--- src/rtl/pht_pkg.sv ---
// Shared definitions for the gshare PHT access controller: default widths,
// the queued update entry and the saturating counter step.
package pht_pkg;

    localparam int unsigned PHT_ADDR_W = 10;
    localparam int unsigned PHT_CNT_W  = 2;
    localparam int unsigned CNT_MAX    = (1 << PHT_CNT_W) - 1;

    typedef struct packed {
        logic [PHT_ADDR_W-1:0] idx;
        logic                  taken;
    } upd_entry_t;

    // Saturating step: never wraps past 0 or max.
    function automatic int unsigned sat_step(int unsigned cnt, int unsigned max, logic taken);
        if (taken) begin
            return (cnt >= max) ? max : cnt + 32'd1;
        end
        return (cnt == 32'd0) ? 32'd0 : cnt - 32'd1;
    endfunction

endpackage

--- src/rtl/pht_upd_fifo.sv ---
// Synchronous FIFO holding resolved branch updates until the table port is free.
// Pointers carry one extra wrap bit so full and empty are distinguishable.
module pht_upd_fifo #(
    parameter int unsigned DATA_W = 11,
    parameter int unsigned DEPTH  = 4
) (
    input  logic              clk,
    input  logic              reset,
    input  logic              push,
    input  logic              pop,
    input  logic [DATA_W-1:0] wdata,
    output logic [DATA_W-1:0] head,
    output logic              full,
    output logic              empty
);

    localparam int unsigned PTR_W = $clog2(DEPTH) + 1;

    logic [PTR_W-1:0]  wr_ptr_q, wr_ptr_d;
    logic [PTR_W-1:0]  rd_ptr_q, rd_ptr_d;
    logic [DATA_W-1:0] mem_q [DEPTH];

    assign empty = (wr_ptr_q == rd_ptr_q);
    assign full  = (wr_ptr_q[PTR_W-1] != rd_ptr_q[PTR_W-1]) &&
                   (wr_ptr_q[PTR_W-2:0] == rd_ptr_q[PTR_W-2:0]);
    assign head  = mem_q[rd_ptr_q[PTR_W-2:0]];

    always_comb begin
        wr_ptr_d = wr_ptr_q;
        rd_ptr_d = rd_ptr_q;
        if (push && !full) begin
            wr_ptr_d = wr_ptr_q + PTR_W'(1);
        end
        if (pop && !empty) begin
            rd_ptr_d = rd_ptr_q + PTR_W'(1);
        end
    end

    always_ff @(posedge clk) begin
        if (reset) begin
            wr_ptr_q <= '0;
            rd_ptr_q <= '0;
        end else begin
            wr_ptr_q <= wr_ptr_d;
            rd_ptr_q <= rd_ptr_d;
        end
    end

    // Storage needs no reset; the pointers define which entries are live.
    always_ff @(posedge clk) begin
        if (push && !full) begin
            mem_q[wr_ptr_q[PTR_W-2:0]] <= wdata;
        end
    end

endmodule

--- src/rtl/pht_ctrl.sv ---
// gshare PHT port controller: arbitrates the single table port between fetch
// lookups and queued resolution updates, owns the GHR and the index hash.
module pht_ctrl #(
    parameter int unsigned ADDR_W     = pht_pkg::PHT_ADDR_W,
    parameter int unsigned CNT_W      = pht_pkg::PHT_CNT_W,
    parameter int unsigned FIFO_DEPTH = 4
) (
    input  logic              clk,
    input  logic              reset,
    input  logic              lk_valid,
    input  logic [31:0]       lk_pc,
    output logic              lk_ready,
    output logic              pred_valid,
    output logic              pred_taken,
    output logic [ADDR_W-1:0] pred_idx,
    input  logic              up_valid,
    input  logic [ADDR_W-1:0] up_idx,
    input  logic              up_taken,
    output logic              up_ready,
    output logic [ADDR_W-1:0] tab_addr,
    output logic              tab_wr_en,
    output logic [CNT_W-1:0]  tab_wr_data,
    input  logic [CNT_W-1:0]  tab_rd_data,
    output logic [ADDR_W-1:0] ghr,
    output logic              busy
);

    import pht_pkg::*;

    localparam int unsigned CntMax = (1 << CNT_W) - 1;

    logic [ADDR_W-1:0] ghr_q, ghr_d;
    logic              pred_valid_q, pred_valid_d;
    logic              pred_taken_q, pred_taken_d;
    logic [ADDR_W-1:0] pred_idx_q, pred_idx_d;

    logic [ADDR_W-1:0] lk_idx;
    logic              lk_grant, up_grant, push;
    logic              fifo_full, fifo_empty;
    logic [ADDR_W:0]   fifo_head;
    logic [ADDR_W-1:0] head_idx;
    logic              head_taken;
    logic              unused_pc;

    assign unused_pc  = ^{lk_pc[31:ADDR_W+2], lk_pc[1:0]};
    assign lk_idx     = lk_pc[ADDR_W+1:2] ^ ghr_q;
    assign head_idx   = fifo_head[ADDR_W:1];
    assign head_taken = fifo_head[0];

    // A full queue blocks lookups so updates cannot starve forever.
    assign lk_ready = !reset && !fifo_full;
    assign up_ready = !reset && !fifo_full;
    assign lk_grant = lk_valid && lk_ready;
    assign up_grant = !reset && !fifo_empty && !lk_grant;
    assign push     = up_valid && up_ready;

    pht_upd_fifo #(
        .DATA_W (ADDR_W + 1),
        .DEPTH  (FIFO_DEPTH)
    ) u_fifo (
        .clk   (clk),
        .reset (reset),
        .push  (push),
        .pop   (up_grant),
        .wdata ({up_idx, up_taken}),
        .head  (fifo_head),
        .full  (fifo_full),
        .empty (fifo_empty)
    );

    always_comb begin
        tab_addr    = '0;
        tab_wr_en   = 1'b0;
        tab_wr_data = '0;
        if (lk_grant) begin
            tab_addr = lk_idx;
        end else if (up_grant) begin
            tab_addr    = head_idx;
            tab_wr_en   = 1'b1;
            tab_wr_data = CNT_W'(sat_step(32'(tab_rd_data), CntMax, head_taken));
        end
    end

    always_comb begin
        ghr_d        = ghr_q;
        pred_valid_d = lk_grant;
        pred_taken_d = pred_taken_q;
        pred_idx_d   = pred_idx_q;
        if (push) begin
            ghr_d = {ghr_q[ADDR_W-2:0], up_taken};
        end
        if (lk_grant) begin
            pred_taken_d = tab_rd_data[CNT_W-1];
            pred_idx_d   = lk_idx;
        end
    end

    always_ff @(posedge clk) begin
        if (reset) begin
            ghr_q        <= '0;
            pred_valid_q <= 1'b0;
            pred_taken_q <= 1'b0;
            pred_idx_q   <= '0;
        end else begin
            ghr_q        <= ghr_d;
            pred_valid_q <= pred_valid_d;
            pred_taken_q <= pred_taken_d;
            pred_idx_q   <= pred_idx_d;
        end
    end

    assign ghr        = ghr_q;
    assign pred_valid = pred_valid_q;
    assign pred_taken = pred_taken_q;
    assign pred_idx   = pred_idx_q;
    assign busy       = !fifo_empty;

endmodule

--- config.mk ---
export PLATFORM = sky130hd
export DESIGN_NAME = pht_ctrl
export DESIGN_NICKNAME = d
export VERILOG_FILES = /design/src/rtl/pht_pkg.sv /design/src/rtl/pht_upd_fifo.sv /design/src/rtl/pht_ctrl.sv
export SDC_FILE = /design/constraint.sdc
export NUM_CORES = 1
export LEC_CHECK = 0
export CORE_MARGIN = 1
export CORE_UTILIZATION = 47
export CTS_CLUSTER_DIAMETER = 120
export CTS_CLUSTER_SIZE = 20
export DETAILED_ROUTE_END_ITERATION = 8
export PLACE_DENSITY_LB_ADDON = 0.15
export SYNTH_ARGS = -nofsm -noshare
export SYNTH_HDL_FRONTEND = slang
export SYNTH_SLANG_ARGS = --single-unit
--- constraint.sdc ---
create_clock -name clk -period 2.51 [get_ports clk]
set_input_delay 0.502 -clock clk [delete_from_list [all_inputs] [get_ports clk]]
set_output_delay 0.502 -clock clk [all_outputs]
set_load 0.005 [all_outputs]
* Yosys cells after proc, flatten, opt, wreduce, memory -nomap -nowiden *
Memories as Yosys holds them, arrays and structs flattened. A register that Yosys moved wholly into a read port is not among the register bits.
Index checks and enable logic that the tools add are counted.

cells by class
  add/sub/neg operators = 4
  magnitude comparators = 1
  reductions and logical operators = 13
  equality and inequality tests = 3
  bitwise operators = 1
  mux-type cells = 17

operators by type and width
  kind                 number
  $mux 10              2
  $mux 2               8
  $xor 10x10->10       1
  $logic_and 1x1->1    8
  $mux 1               7
  $add 3x1->3 const B  2
  $logic_not 1->1      4
  $eq 3x3->1           1
  $add 2x1->2 const B  1
  $eq 2x2->1           1
  $ge 2x2->1 const B   1
  $logic_not 2->1      1
  $sub 2x1->2 const B  1
  $ne 1x1->1           1

storage, ports and cells
  input bits = 49
  RAM bits = 44
  flip-flop bits (word level) = 28
  logic and storage cells = 46
  output and inout port bits = 38
  memories = 1

memories
  name          depth  width  read ports  clocked after Yosys merged registers in  write ports  line                source
  u_fifo.mem_q  4      11     1           1                                        1            pht_upd_fifo.sv:21  logic [DATA_W-1:0] mem_q [DEPTH];

* Depth between registers and ports, before layout *
Gate-level depths: netlist of the first run.

  depth in word-level cells = 12
  gate-level depth with buffers = 7

* By module *
Synthesis of the first run repeated with hierarchy kept, for this count alone.

second synthesis, totals
  cell total of the unflattened synthesis = 254
  area total of the unflattened synthesis = 3,228.1 µm²

by module, submodules not included
  module        cells each  area an instance (µm²)  sequential area each (µm²)  times used
  pht_upd_fifo  125         2,159.6                 1,481.4                     1
  pht_ctrl      129         1,068.5                 440.4                       1

* Worst setup path before layout of the first run *
OpenSTA, ideal clock, no wires.

  path type = register to output
  from = register u_fifo.wr_ptr_q[1]
  to = output tab_addr[6]
  stages on the path, launching flop included = 7
  data arrival time = 1.545 ns
  slack = 0.463 ns
  path buffers = 2
  path through = dfxtp_1 -> xor2_2 -> o21a_1 -> or3_1 -> buf_2 -> buf_6 -> o21ai_1

between the ends
  longest elaborated chain between the ends = 9
  elaborated cells between the ends (all ways) = 12

RTL lines
  what                      line                source
  start: declaration        pht_upd_fifo.sv:19  logic [PTR_W-1:0] wr_ptr_q, wr_ptr_d;
  start signal: assignment  pht_upd_fifo.sv:44  wr_ptr_q <= wr_ptr_d;
  $eq 2x2->1                pht_upd_fifo.sv:25  (wr_ptr_q[PTR_W-2:0] == rd_ptr_q[PTR_W-2:0]);
  $logic_and 1x1->1         pht_upd_fifo.sv:24  assign full = (wr_ptr_q[PTR_W-1] != rd_ptr_q[PTR_W-1]) &&
  $logic_not 1->1           pht_ctrl.sv:51      assign lk_ready = !reset && !fifo_full;
  $logic_and 1x1->1         pht_ctrl.sv:51
  $logic_and 1x1->1         pht_ctrl.sv:53      assign lk_grant = lk_valid && lk_ready;
  $logic_not 1->1           pht_ctrl.sv:54      assign up_grant = !reset && !fifo_empty && !lk_grant;
  $logic_and 1x1->1         pht_ctrl.sv:54
  $mux 10                   pht_ctrl.sv:77      end else if (up_grant) begin
  $mux 10 *                 pht_ctrl.sv:75      if (lk_grant) begin
  end: declaration          pht_ctrl.sv:20      output logic [ADDR_W-1:0] tab_addr,

Mark *: on every way between the ends. The rest lies on a longest branch, timed or not.

* Worst setup path in the final report of the first run *
  from = input lk_valid
  to = output tab_addr[8]

between the ends
  longest elaborated chain between the ends = 5

RTL lines
  what                 line            source
  start: declaration   pht_ctrl.sv:10  input logic lk_valid,
  $logic_and 1x1->1 *  pht_ctrl.sv:53
  $logic_not 1->1      pht_ctrl.sv:54
  $logic_and 1x1->1    pht_ctrl.sv:54
  $mux 10              pht_ctrl.sv:77
  $mux 10 *            pht_ctrl.sv:75

Marked as above.

==> impl_results.md, run 1 <==
- Outcome: complete, no violations
- Fraction of the mapped netlist area in simple logic gates: 0.06669
- TritonCTS clock tree: done
- Crit path launch: lk_valid
- Final antenna-violating net count: 0
- Worst min-delay path endpoint: pred_idx[1]
- Seq/Total Area, Yosys: 0.6285
- Post-synthesis sequential element count: 74
- Post-synth EDFFs: 44
- Average wire per standard cell: 14.30 µm
- Post-CTS Hold Fix Bufs: 0
- Post-placement worst setup slack: -0.3523 ns
- DRC viols: 0
- CTS Buf Count: 9
- Peak supply drop: 0.4545 mV
- Pwr dens: 785.4 nW/µm²
- R2R Path End: ghr[8]
- Clock tree root buffer cell: clkbuf_8
- Category of the worst setup path capture point: output port
- Share of layout cells above drive strength 1: 0.2401
- Final min period: 2.449 ns
- Placer's final routability congestion estimate: 0.7482
- Synth Instances: 232
- Source of the worst register-to-register timing path: u_fifo.wr_ptr_q[1]
- Clock insertion delay at the later pin of the skew report: 0.34 ns
- Total via count in the routed design: 2028
- Slew HR: 0.4765
- Net count of the mapped netlist: 286
- Least-Margin Pin Slew: 0.7805 ns
- Number of placed I/O pins: 87
- Starting density of the core: 0.4843
- Fill cell count: 476
- Antenna diode instance count: 0
- Commonest cells post-synth: 44 x edfxtp_1, 30 x dfxtp_1, 24 x nand2_1
- Maximum number of pins on one net before global-route repair: 26
- Via-per-instance ratio: 4.995
- Depth of the most critical reg-to-reg path: 6
- Proportion of synthesized flip-flops having asynchronous set or reset: 0
- Number of global-route vias before repair: 1819
- Number of distinct standard cells referenced by the synthesized netlist: 29
- Die height: 82.66 µm
- Crit Path Max Fanout: 9
- CTS Sinks: 74
- Core utilization of the finished layout: 0.6681
- Area share of the largest cell type after synthesis: 0.4321
- Synthesized-area fraction occupied by ao, oa, aoi and oai cells: 0.07447
- Number of warnings reported in the yosys synthesis log: 0
- DP Area: 4006 µm²
- Highest achievable clock rate: 408.3 MHz
- Clock-pin transition on the worst setup and hold timing paths: 0.07 ns
- Largest area contributor in the synthesized netlist: edfxtp_1
- Chip width: 82.66 µm
- Synthesized cell area: 3058 µm²
- Main combinational cell family by area after synthesis: multiplexers
- Syn avg cell area: 13.18 µm²
- Multiplexer share of the synthesized area: 0.1203
- Number of port buffers: 64
- Number of max-capacitance violations reported: 0
- Most used flip-flop cell after synthesis: edfxtp_1
- Post-synthesis share of cell area spent on full adders, half adders and majority gates: 0.02046
- Least setup slack across all paths after layout: 0.06082 ns
- Startpoint types: input port
- Area growth syn-to-layout: 37.93%
- Number of DRC markers after the initial detailed-route iteration: 85
- Maximum level of the CTS H-tree: 3
- Final wirelength: 5805 µm
- Wire length of the first global-routing pass: 8514 µm
- Final critical-path share of the clock period: 0.9758
- Launch point of the worst hold path: pred_idx[1]
- Number of nets in the final layout: 378
- Hold Vio Cnt, Final: 0
- Detailed-routing iteration count for the pre-antenna-repair pass: 4
- Smallest hold slack: 0.4580 ns
- Total number of placement rows: 29
- Setup fix buffers added after clock tree synthesis: 0
- Worst Setup Path Type: input port to output port
- Final setup violating endpoints: 0
- Final instance area: 4218 µm²
- Endpoint required time on the critical path: 2.01 ns
- Final global-route overflow total: 0
- Clock Skews: 0.007714 ns
- Max Slew Vio Count: 0
- Worst min-delay path class: register to register
- Hold Path Depth: 2
- Area used by multi-input combinational logic: 1033 µm²
- Longest Clk Path Bufs: 2
- Core Footprint: 6314 µm²
- Aggregate global-route resource usage: 0.1772
- Data arrival at the endpoint of the critical path: 1.95 ns
- Leading cell types by total area after synthesis: edfxtp_1 43%, dfxtp_1 20%, mux4_2 8.1%
- Sum of net half-perimeters after detailed placement: 4147 µm
- Die Footprint: 6833 µm²
- Cell with the most instances after synthesis: edfxtp_1
- Fraction of synthesized cell area in xor and xnor cells: 0.04501
- Worst reg-to-reg setup slack: 0.45 ns
- Number of antenna violations at the first check in global routing: 0
- Pleak: 1.648 nW
- Area taken by flip-flops and latches: 1926 µm²
[sequential cells by signal, indices dropped and copies added, names as in the netlist, named ones only]
signal,flops
u_fifo.wr_ptr_q,3
pred_valid,1
u_fifo.rd_ptr_q,3
pred_taken,1
u_fifo.mem_q,44
ghr,10
pred_idx,10
[power breakdown]
group,switching (mW),internal (mW)
Combinational,0.427,0.548
Sequential,0.0580,1.36
Clock,0.456,0.466
Total,0.941,2.37
[worst max-delay path, stage by stage]
cell	delay, ns
clkdlybuf4s50_1	0.43
o21a_1	0.13
or3_4	0.39
buf_6	0.15
o21ai_2	0.12
clkdlybuf4s15_1	0.22
[worst max-delay path by stage]
stage                     endpoint  depth (start not counted)  slack (ns)
global route        tab_wr_data[0]                          6      -0.004
floorplan              tab_addr[6]                          6        0.46
global placement       tab_addr[1]                          6       -0.34
detailed placement     tab_addr[4]                          6       -0.35
CTS                    tab_addr[9]                          5       -0.13
finish                 tab_addr[8]                          6        0.06
[metal layers]
layer / track usage / vias up / share of wire
li1: - / 1002 / -
met3: 0.03736 / 16 / 0.044
met1: 0.2224 / 959 / 0.46
met5: 0 / - / 0
met2: 0.2852 / 51 / 0.47
met4: 0.09828 / 0 / 0.025
[layout make-up]
type,count,share of cell area
multi-input combinational,127,0.2450
timing repair buffer,92,0.2103
inverter,20,0.01780
tap,77,0.02284
sequential,74,0.4565
clock buffer,9,0.02937
clock inverter,7,0.01810
[logic make-up after synthesis]
group,count (synthesis)
DFF,74
and+or+nand+nor,48
AOI/OAI and AO/OA,37
buffers and inverters,31
muxes,23
xor gates and xnor gates,14
adders and majority gates,5
[timing repair]
action | in CTS | in global routing
endpoints found under the setup margin | 13 | 14
gates resized for setup | 25 | 23
pin swaps | 1 | 0
[per-stage QoR]
| step | total power, mW | setup TNS (ns) | std cells |
|---|---|---|---|
| global route | 3.491 | -0.008314 | 406 |
| floorplan | 1.950 | 0 | 232 |
| CTS | 3.352 | -0.1319 | 406 |
| finish | 3.313 | 0 | 406 |
| global placement | 2.427 | -3.599 | 390 |
| detailed placement | 2.441 | -3.476 | 390 |
[cells in the final DEF, fill, tap and decap left out, types with 9 or more instances in the layout]
cell             instances
inv_1                   19
mux4_2                  11
xor2_1                  10
a21oi_1                 11
nand2_1                 21
clkdlybuf4s50_1         51
mux2i_1                 12
clkbuf_8                 9
buf_4                   21
dfxtp_1                 27
edfxtp_1                44
nor2_1                  15
(Power assumes the default switching activity.)
==> inputs of run 2 (changes only) <==
--- a/config.mk
+++ b/config.mk
@@ -10,7 +10,8 @@
 export CTS_CLUSTER_DIAMETER = 120
 export CTS_CLUSTER_SIZE = 20
 export DETAILED_ROUTE_END_ITERATION = 8
-export PLACE_DENSITY_LB_ADDON = 0.15
+export PLACE_DENSITY = 0.84
+export RECOVER_POWER = 100
 export SYNTH_ARGS = -nofsm -noshare
 export SYNTH_HDL_FRONTEND = slang
 export SYNTH_SLANG_ARGS = --single-unit
==> run 2 against run 1 <==
  * Maximum frequency down 3.9%
  * Register-to-register slack gained 0.10 ns
  * Setup slack worse by 0.10 ns
  * Sequential power about the same
  * The flow now finishes with violations (negative setup slack)
  * Core utilization increased by 1.4 points
  * Critical path depth rose by 1
  * Highest routed layer unchanged
  * Non-clock buffer count up 11
  * Clock power decreased by 7.3%
  * Largest cell class unchanged
  * Power is 1.4% higher
  * Die area stayed put
==> impl_results.md, run 2 (same netlist as run 1, synthesis figures left out) <==
- Die Footprint: 6833 µm²
- CTS Sinks: 74
- Worst-path cell chain: xor2_2 > o21a_1 > or3_4 > buf_6 > buf_6 > o21ai_2 > buf_2
- Area taken by flip-flops and latches: 1926 µm²
- Number of placed I/O pins: 87
- TritonCTS clock tree: done
- Peak supply drop: 0.4704 mV
- Chip width: 82.66 µm
- Max Slew Vio Count: 0
- Dpl cells: 392
- Pwr dens: 779.8 nW/µm²
- Wire length of the first global-routing pass: 9418 µm
- CTS Buf Count: 9
- Maximum number of pins on one net before global-route repair: 27
- Slew HR: 0.6979
- Total via count in the routed design: 2101
- Fill cell count: 451
- Final global-route overflow total: 0
- Non-filler instance count after layout: 417
- Number of DRC markers after the initial detailed-route iteration: 45
- Pleak: 1.736 nW
- Data arrival at the endpoint of the critical path: 2.05 ns
- Number of global-route vias before repair: 1984
- Final min period: 2.549 ns
- Biggest cell delay along the critical path: 0.43 ns
- DRC viols: 0
- Least setup slack across all paths after layout: -0.03876 ns
- Detailed-routing iteration count for the pre-antenna-repair pass: 4
- Category of the worst setup path capture point: output port
- Highest achievable clock rate: 392.3 MHz
- Startpoint types: register
- Clock-pin transition on the worst setup and hold timing paths: 0.08 ns
- Endpoint required time on the critical path: 2.01 ns
- Number of antenna violations at the first check in global routing: 0
- Core Footprint: 6314 µm²
- Hold Vio Cnt, Final: 0
- Die height: 82.66 µm
- Worst path most repeated cell: buf_6
- Crit Path Max Fanout: 5
- Slowest cell on the critical path: or3_4
- Unrepaired setup endpoints after global routing: true
- Clock tree root buffer cell: clkbuf_8
- Worst min-delay path class: register to register
- Leading cell type in the layout, fill and taps excluded: edfxtp_1
- Violations in the final reports: negative setup slack
- Final wirelength: 6569 µm
- Least-Margin Pin Slew: 0.4504 ns
- DP Area: 4009 µm²
- Clock insertion delay at the later pin of the skew report: 0.35 ns
- Sum of net half-perimeters after detailed placement: 4428 µm
- Antenna diode instance count: 0
- Number of nets in the final layout: 389
- Number of max-capacitance violations reported: 0
- Via-per-instance ratio: 5.038
- Setup Total Neg Slack: -0.05383 ns
- Average wire per standard cell: 15.75 µm
- Number of port buffers: 64
- Final setup violating endpoints: 2
- Maximum level of the CTS H-tree: 3
- Final instance area: 4309 µm²
- Flip-flop count of the largest register after layout: 44
- Most frequent cells in the layout: 44 x edfxtp_1, 40 x clkdlybuf4s50_1, 31 x buf_4
- Area growth syn-to-layout: 40.92%
- Outcome: finished with violations
- Longest Clk Path Bufs: 2
- Starting density of the core: 0.4843
- Total number of placement rows: 29
- Final antenna-violating net count: 0
- Placer's final routability congestion estimate: 0.7494
- Area used by multi-input combinational logic: 1065 µm²
- Final critical-path share of the clock period: 1.015
- Share of layout cells above drive strength 1: 0.2882
- Worst Setup Path Type: register to output port
- Aggregate global-route resource usage: 0.1955
- Clock Skews: 0.009492 ns
==> run 2: changes by cell type in the layout (fill, tap and decap cells not counted), moves of 3 or more <==
cell             previous run  this run
clkdlybuf4s50_1            51        40
dlygate4sd3_1               0        11
clkbuf_2                    7         1
o21ai_2                     4         9
buf_4                      21        31
o21ai_1                     7         4
buf_2                       0         7
clkdlybuf4s15_1             4         0
==> run 2: worst max-delay path, delay by kind of cell, from the launching register on <==
kind	cells	cell delay [ns]
AO/OA/AOI/OAI	2	0.35
XOR/XNOR	1	0.19
buffers and inverters	3	0.40
flip-flops	1	0.34
AND/OR/NAND/NOR	1	0.43
==> run 2: final timing paths <==
kind / startpoint / endpoint / slack [ns] / depth (start not counted)
min reg2reg: pred_idx[0] / pred_idx[0] / 0.46 / 2
max reg2reg: u_fifo.wr_ptr_q[0] / ghr[3] / 0.55 / 7
max: u_fifo.wr_ptr_q[1] / tab_addr[6] / -0.04 / 7
min: pred_idx[0] / pred_idx[0] / 0.46 / 2
==> run 2: cell type report <==
type                            instances  share of cell area
Inverter                               20             0.01742
Sequential cell                        74              0.4469
Timing Repair Buffer                  103              0.2236
Multi-Input combinational cell        127              0.2471
Clock inverter                          7             0.01394
Clock buffer                            9             0.02875
Tap cell                               77             0.02236
==> run 2: power breakdown <==
| part | internal [mW] | switching, mW | leakage, nW |
|---|---|---|---|
| Sequential | 1.36 | 0.0594 | 0.645 |
| Combinational | 0.606 | 0.484 | 1.01 |
| Clock | 0.373 | 0.482 | 0.0844 |
| Total | 2.33 | 1.03 | 1.74 |
==> run 2: layer usage <==
layer / up-vias / wire [µm] / GRT usage
li1: 1023 / - / -
met1: 1014 / 2762 / 0.2416
met2: 51 / 3427 / 0.3197
met3: 13 / 228 / 0.04066
met4: 0 / 150 / 0.1086
met5: - / 0 / 0
==> run 2: what timing repair did <==
item | CTS | global route
hold buffers | 0 | 0
endpoints found under the setup margin | 13 | 14
pin swaps | 2 | 6
setup buffers | 6 | 3
resized for setup | 46 | 17
==> run 2: metrics by stage <==
stage	power, mW	utilization	worst slack, ns	hold slack (ns)
after CTS	3.297	0.6736	-0.2137	0.4608
after floorplan	1.950	-	0.4630	0.4525
after detailed placement	2.438	0.6350	-0.4341	0.4503
after global placement	2.412	0.6350	-0.4207	0.4424
final	3.360	0.6825	-0.03876	0.4587
after global routing	3.514	0.6825	-0.08717	0.4768
